## src/rtl/pipe_pkg.sv

```systemverilog
// rtl/pipe_pkg.sv - shared constants and types for the pipe_chain slice
package pipe_pkg;

  localparam int DATA_W_DEF = 32;
  localparam int STAGES_DEF = 4;
  localparam int STAGES_MAX = 8;

  localparam int CNT_W = 16;
  typedef logic [CNT_W-1:0] cnt_t;
  localparam cnt_t CNT_SAT = 16'hFFFF;

endpackage

```

## src/rtl/pipe_chain_if.sv

```systemverilog
// rtl/pipe_chain_if.sv - upstream, control and observation signals of pipe_chain
interface pipe_chain_if #(
  parameter int DATA_W = pipe_pkg::DATA_W_DEF,
  parameter int STAGES = pipe_pkg::STAGES_DEF
);
  import pipe_pkg::*;

  logic              in_valid_i;
  logic [DATA_W-1:0] in_data_i;
  logic              in_ready_o;
  logic [STAGES-1:0] stall_i;
  logic [STAGES-1:0] flush_i;
  logic [STAGES-1:0] stage_valid_o;
  logic              out_valid_o;
  logic [DATA_W-1:0] out_data_o;
  cnt_t              bubble_cnt_o;

  modport master (
    output in_valid_i, in_data_i, stall_i, flush_i,
    input  in_ready_o, stage_valid_o, out_valid_o, out_data_o, bubble_cnt_o
  );

  modport slave (
    input  in_valid_i, in_data_i, stall_i, flush_i,
    output in_ready_o, stage_valid_o, out_valid_o, out_data_o, bubble_cnt_o
  );

endinterface

```

## src/rtl/pipe_stage.sv

```systemverilog
// rtl/pipe_stage.sv - one valid+data pipeline register with hold, bubble and flush
module pipe_stage import pipe_pkg::*; #(
  parameter int DATA_W = DATA_W_DEF
) (
  input  logic              clk,
  input  logic              rst,
  input  logic              hold,
  input  logic              bubble,
  input  logic              flush,
  input  logic              in_valid,
  input  logic [DATA_W-1:0] in_data,
  output logic              valid,
  output logic [DATA_W-1:0] data
);

  // Data follows the previous stage whenever not held; valid is killed by flush first
  always_ff @(posedge clk or posedge rst) begin
    if (rst) begin
      valid <= 1'b0;
      data  <= '0;
    end else begin
      if (!hold) begin
        data <= in_data;
      end
      if (flush) begin
        valid <= 1'b0;
      end else if (!hold) begin
        valid <= bubble ? 1'b0 : in_valid;
      end
    end
  end

endmodule

```

## src/rtl/pipe_chain.sv

```systemverilog
// rtl/pipe_chain.sv - lockstep stallable pipeline with per-stage flush and bubble counter
module pipe_chain import pipe_pkg::*; #(
  parameter int DATA_W = DATA_W_DEF,
  parameter int STAGES = STAGES_DEF
) (
  input logic         clk_i,
  input logic         rst_i,
  pipe_chain_if.slave bus
);

  logic [STAGES-1:0] hold;
  logic [STAGES-1:0] bubble;
  logic [STAGES-1:0] valid_q;
  logic [DATA_W-1:0] data_q [STAGES];
  cnt_t              bubble_cnt;

  // A stage holds if it or any later stage stalls (suffix OR of stall_i)
  always_comb begin
    hold = '0;
    for (int k = 0; k < STAGES; k++) begin
      hold[k] = |(bus.stall_i >> k);
    end
  end

  // A stage gets a bubble when it advances while its predecessor is held
  always_comb begin
    bubble = '0;
    for (int k = 1; k < STAGES; k++) begin
      bubble[k] = hold[k-1] & ~hold[k];
    end
  end

  for (genvar k = 0; k < STAGES; k++) begin : g_stage
    logic              prev_valid;
    logic [DATA_W-1:0] prev_data;

    if (k == 0) begin : g_head
      assign prev_valid = bus.in_valid_i;
      assign prev_data  = bus.in_data_i;
    end else begin : g_body
      assign prev_valid = valid_q[k-1];
      assign prev_data  = data_q[k-1];
    end

    pipe_stage #(.DATA_W(DATA_W)) u_stage (
      .clk      (clk_i),
      .rst      (rst_i),
      .hold     (hold[k]),
      .bubble   (bubble[k]),
      .flush    (bus.flush_i[k]),
      .in_valid (prev_valid),
      .in_data  (prev_data),
      .valid    (valid_q[k]),
      .data     (data_q[k])
    );
  end

  // Count cycles in which any stage takes a bubble, sticking at all-ones
  always_ff @(posedge clk_i or posedge rst_i) begin
    if (rst_i) begin
      bubble_cnt <= '0;
    end else if ((|bubble) && (bubble_cnt != CNT_SAT)) begin
      bubble_cnt <= bubble_cnt + 1'b1;
    end
  end

  assign bus.in_ready_o    = ~hold[0];
  assign bus.stage_valid_o = valid_q;
  assign bus.out_valid_o   = valid_q[STAGES-1];
  assign bus.out_data_o    = data_q[STAGES-1];
  assign bus.bubble_cnt_o  = bubble_cnt;

endmodule

```

## src/flat_wrapper.sv

```systemverilog
// flat-port wrapper written by rule: the top's interface ports become plain ports
module pipe_chain_flat import pipe_pkg::*;
#(
  parameter int DATA_W = DATA_W_DEF,
  parameter int STAGES = STAGES_DEF
)
  (clk_i, rst_i, bus_in_valid_i, bus_in_data_i, bus_stall_i, bus_flush_i, bus_in_ready_o, bus_stage_valid_o, bus_out_valid_o, bus_out_data_o, bus_bubble_cnt_o);
  pipe_chain_if #(.DATA_W(DATA_W), .STAGES(STAGES)) bus_i ();
  input logic clk_i;
  input logic rst_i;
  input wire logic [$bits(bus_i.in_valid_i)-1:0] bus_in_valid_i;
  input wire logic [$bits(bus_i.in_data_i)-1:0] bus_in_data_i;
  input wire logic [$bits(bus_i.stall_i)-1:0] bus_stall_i;
  input wire logic [$bits(bus_i.flush_i)-1:0] bus_flush_i;
  output wire logic [$bits(bus_i.in_ready_o)-1:0] bus_in_ready_o;
  output wire logic [$bits(bus_i.stage_valid_o)-1:0] bus_stage_valid_o;
  output wire logic [$bits(bus_i.out_valid_o)-1:0] bus_out_valid_o;
  output wire logic [$bits(bus_i.out_data_o)-1:0] bus_out_data_o;
  output wire logic [$bits(bus_i.bubble_cnt_o)-1:0] bus_bubble_cnt_o;
  assign bus_i.in_valid_i = bus_in_valid_i;
  assign bus_i.in_data_i = bus_in_data_i;
  assign bus_i.stall_i = bus_stall_i;
  assign bus_i.flush_i = bus_flush_i;
  assign bus_in_ready_o = bus_i.in_ready_o;
  assign bus_stage_valid_o = bus_i.stage_valid_o;
  assign bus_out_valid_o = bus_i.out_valid_o;
  assign bus_out_data_o = bus_i.out_data_o;
  assign bus_bubble_cnt_o = bus_i.bubble_cnt_o;
  pipe_chain #(.DATA_W(DATA_W), .STAGES(STAGES)) u_core (.clk_i(clk_i), .rst_i(rst_i), .bus(bus_i));
endmodule
```

## config.mk

```make
export PLATFORM = sky130hd
export DESIGN_NAME = pipe_chain_flat
export DESIGN_NICKNAME = d
export VERILOG_FILES = /design/src/rtl/pipe_pkg.sv /design/src/rtl/pipe_chain_if.sv /design/src/rtl/pipe_stage.sv /design/src/rtl/pipe_chain.sv /design/src/flat_wrapper.sv
export SDC_FILE = /design/constraint.sdc
export NUM_CORES = 1
export LEC_CHECK = 0
export CORE_ASPECT_RATIO = 0.75
export CORE_MARGIN = 1.5
export CORE_UTILIZATION = 30
export CTS_CLUSTER_SIZE = 30
export DETAILED_ROUTE_END_ITERATION = 6
export PLACE_DENSITY = 0.59
export SLEW_MARGIN = 0
export SYNTH_ARGS = -nofsm -noshare
export SYNTH_HDL_FRONTEND = slang
export SYNTH_SLANG_ARGS = --single-unit
```

## constraint.sdc

```tcl
create_clock -name clk_i -period 16.29 [get_ports clk_i]
set_input_delay 4.0725 -clock clk_i [delete_from_list [all_inputs] [get_ports clk_i]]
set_output_delay 4.0725 -clock clk_i [all_outputs]
set_load 0.005 [all_outputs]
```

## Yosys cells after proc, flatten, opt, wreduce, memory -nomap -nowiden

Cells that the tools add are included.

- Register bits after elaboration: 148
- Input port bits: 43
- Output and inout port bits: 54

- Add/sub/neg operators: 1
- Equal/unequal tests: 5
- Mux-type cells: 11
- Bitwise operators: 7
- Reductions and logical operators: 5

Operators by type and width:

| operator | number |
|---|---|
| $add A16 B1 Y16 const B | 1 |
| $ne A16 B16 Y1 const B | 1 |
| $mux W1 | 11 |
| $ne A2 B2 Y1 const B | 3 |
| $reduce_or A3 Y1 | 2 |
| $not A1 Y1 | 4 |
| $reduce_or A4 Y1 | 1 |
| $and A1 B1 Y1 | 3 |
| $ne A2 B1 Y1 const B | 1 |
| $reduce_or A2 Y1 | 1 |
| $logic_and A1 B1 Y1 | 1 |

## Logic depth before layout (Yosys ltp)

- Depth after elaboration: 6
- Depth in mapped cells: 5
- Mapped depth without buffers: 5

## Hierarchy

From an unflattened synthesis, not the netlist that was laid out.

- Cell total of the unflattened synthesis: 380
- Area total of the unflattened synthesis: 5886.9 um2

By module, submodules not included:

| module | times used | cells each | area each (um2) |
|---|---|---|---|
| pipe_stage | 4 | 73 | 1244.9 |
| pipe_chain | 1 | 88 | 907.1 |

## Worst setup path before layout

No wires, ideal clock.

- Path type: in2out
- From: in bus_stall_i[3]
- To: out bus_in_ready_o
- Arrival time: 4738 ps
- Data required time: 12217 ps
- Path slack: 7479 ps
- Cell stages on the path: 2
- Buffers on the path: 1
- Path through: nor4_4 > buf_6

- Cells in the longest elaborated chain, start to end: 2

Ends and longest elaborated chain:

| item | RTL line | text |
|---|---|---|
| from (decl) | flat_wrapper.sv:13 | `input wire logic [$bits(bus_i.stall_i)-1:0] bus_stall_i;` |
| $reduce_or A4 Y1 | pipe_chain.sv:21 | `hold[k] = \|(bus.stall_i >> k);` |
| $not A1 Y1 | pipe_chain.sv:67 | `assign bus.in_ready_o = ~hold[0];` |
| to (decl) | flat_wrapper.sv:15 | `output wire logic [$bits(bus_i.in_ready_o)-1:0] bus_in_ready_o;` |

No other way between the ends.

## Final worst setup path

- From: in bus_stall_i[2]
- To: out bus_in_ready_o

The elaborated chain is that of the path after synthesis.

==> qor.csv <==
metric,value,unit
final worst path period need,10.16,ns
cell taking the most area after synthesis,dfrtp_1,
status,"finished, final reports clean",
"slowest stage delay, CP",0.60,ns
sum of negative setup slack,0,ns
Min-Delay Endpoint,u_core.g_stage[1].u_stage.data[9],
area grow syn2layout,31.07,%
Sw Ratio,0.2369,
R2R Setup Slk,14.56,ns
Pins Over Slew Limit,0,
die width,163.0,um
hold_buf cts,0,
Crit path top cell by count,clkdlybuf4s50_1,
Synth Area per Inst,15.87,um^2
io pins,97,
RD Place Congestion,0.7857,
# setup viols final,0,
final period utilization,0.6237,
die area,20060,um^2
top-count cell post-synth,dfrtp_1,
# rows,43,
Logic pwr share,0.208,
Routed Antenna Nets,0,
Via density,4.501,
DR WL/cell,15.03,um
final worst setup slack,6.130,ns
CTS Buffer Depth,2,
NetSw,0.2870,mW
number of global-route vias before repair,3430,
hold path depth,1,
RSZ-0062 raised after global routing,no,
reg2reg start,u_core.bus.bubble_cnt_o[0],
Slew HR,0.2584,
Worst-Skew Late Latency,0.41,ns
overall power,1.212,mW
Starting Density,0.3086,
I/O Buffers,96,
ys async rst share,1.000,
Flop pwr share,0.464,
power per cell area,160.5,nW/um^2
Mapped Nets,407,
Crit path required time,12.22,ns
"delay-heaviest family, CP",buffers and inverters,
Peak Freq,98.43,MHz
CP cell instances,clkdlybuf4s50_1 -> nor4_4 -> buf_4 -> clkdlybuf4s50_1,
# H-tree levels,4,
cell-internal power,0.9247,mW
Final #Nets,508,
# DRC,0,
CTS Root Cell,clkbuf_16,
Util after Layout,0.4045,
Die H,123.0,um
1st-pass router iterations,5,
post-synth top area share,0.6428,
TritonCTS buffer count,17,
CTS clock-pin slew for the worst setup and hold paths,0.06,ns
Tot GR Track Use,0.1178,
Post-synth EDFFs,0,
Synth area leaders,"dfrtp_1 64%, mux2_2 25%, xnor2_1 2.3%, buf_4 0.91%, nand4_1 0.76%",
pre-CTS setup slack,6.101,ns
worst vdd ir,62.79,uV
Leak,3.167,nW
core area,18670,um^2
Setup Skew,0.009499,ns
startpoint type of the worst setup path,input port,
CP max-delay cell,clkdlybuf4s50_1,
Final Hold Fails,0,
Mapped Area,5762,um^2
Syn Inst Count,363,
CP arrival,6.09,ns
global-route wire length before repair,17840,um
"FF+latch count, synth",148,
Reg-to-Reg End,u_core.bus.bubble_cnt_o[1],
"Seq/Total Area, Yosys",0.6428,
Clock Power Share,0.329,
Post-synth top cells,"148 x dfrtp_1, 127 x mux2_2, 15 x xnor2_1",
min-delay worst type,register to register,
number of diodes,0,
postcts setup bufs,0,
Clock Sinks,148,
crit end category,output port,
Max Cap Viol,0,
Post-Route WL,10870,um
Vias,3254,
CTS tree,built,
Yosys warnings,0,
WP buf/inv,3,
hpwl dp,6708,um
Main synth FF type,dfrtp_1,
Worst R2R Path Depth,5,
largest net degree at the start of global routing,78,
antenna violations before repair,0,
hold_sp,u_core.g_stage[1].u_stage.data[9],
"Max FO, Critical Path",34,
share of post-route cells with drive strength above 1,0.3508,
Crit Path Category,input port to output port,
Post-CTS Resized,0,
Worst Tran Pin Value,1.110,ns
synth unique cells,28,
DR iter-0 viols,145,
remaining global-route overflow,0,
final cells by class:
cell class                      instances  area [um^2]
Tap cell                              247        309.0
Clock inverter                          8        125.1
Timing Repair Buffer                  100        985.9
Inverter                                2        12.51
Fill cell                            1701        11120
Sequential cell                       148         3704
Clock buffer                           23        478.0
Multi-Input combinational cell        195         1938
logic make-up after synthesis:
family                     count (synthesis)  share of synthesized area
AOI/OAI and AO/OA                          4                   0.003909
xor gates and xnor gates                  15                    0.02280
adders and majority gates                  1                   0.002171
buffers and inverters                     20                    0.02324
DFF                                      148                     0.6428
muxes                                    130                     0.2539
and+or+nand+nor                           45                    0.05124
per-layer routing:
layer / global-route usage / vias to the layer above / part of all wire
met4: 0.04472 / 0 / 0.010
met3: 0.03791 / 9 / 0.051
met2: 0.1822 / 79 / 0.46
li1: - / 1492 / -
met1: 0.1543 / 1674 / 0.48
met5: 0 / - / 0
state kept, by name, summed over array words and instances (netlist names):
| name | count |
|---|---|
| u_core.bus.bubble_cnt_o | 16 |
| u_core.g_stage.u_stage.data | 128 |
| u_core.g_stage.u_stage.valid | 4 |
per-stage QoR:
| step | std cells | hold WS, ns | instance area [um^2] |
|---|---|---|---|
| after floorplan | 363 | 0.4522 | 5762 |
| after global placement | 692 | 0.4638 | 6949 |
| after detailed placement | 692 | 0.4881 | 6949 |
| after CTS | 723 | 0.5014 | 7552 |
| after global routing | 723 | 0.5119 | 7552 |
| final | 723 | 0.4930 | 7552 |
power groups by stage:
stage / registers [mW] / logic, mW / clock network (mW)
floorplan: 0.553 / 0.130 / 0
global placement: 0.564 / 0.250 / 0
detailed placement: 0.569 / 0.256 / 0
CTS: 0.564 / 0.258 / 0.409
global route: 0.579 / 0.277 / 0.426
finish: 0.562 / 0.252 / 0.398
how the worst max path moves through the flow:
stage | start | cells past startpoint | slack [ns] | endpoint
3_5_place_dp | bus_stall_i[2] | 4 | 6.10 | bus_in_ready_o
4_1_cts | bus_stall_i[2] | 4 | 6.10 | bus_in_ready_o
5_1_grt | bus_stall_i[2] | 4 | 5.99 | bus_in_ready_o
3_3_place_gp | bus_stall_i[2] | 4 | 6.15 | bus_in_ready_o
6_report | bus_stall_i[2] | 4 | 6.13 | bus_in_ready_o
2_1_floorplan | bus_stall_i[3] | 2 | 7.48 | bus_in_ready_o
layout by cell type (no fill, tap or decap):
cell / count
dfrtp_1: 148
mux2i_1: 1
mux2_2: 127
nand4b_1: 1
nand3b_1: 2
nor2_1: 3
nor4b_2: 1
nor3_4: 1
clkdlybuf4s50_1: 95
nand2_1: 7
buf_4: 4
and3_1: 4
o21ai_0: 1
ha_1: 1
xnor2_1: 15
nand4_2: 1
clkbuf_1: 3
mux2_1: 2
nand2b_1: 1
clkinv_4: 2
clkinvlp_4: 1
nand4_1: 7
nor2_4: 2
clkinv_2: 2
inv_1: 1
nor3_1: 3
clkbuf_8: 3
bufinv_16: 3
a22oi_1: 1
buf_2: 1
and4_1: 4
clkbuf_16: 17
inv_6: 1
nand3_1: 7
a21oi_1: 2
nor4_4: 1
worst register-to-register path, delay by kind of cell (launching register included):
family,cells,cell delay [ns]
adder cells (fa/ha/maj),1,0.21
AND/OR/NAND/NOR,3,0.66
multiplexers,1,0.34
flip-flops,1,0.42
No activity file was read; power rests on OpenSTA's default activity.
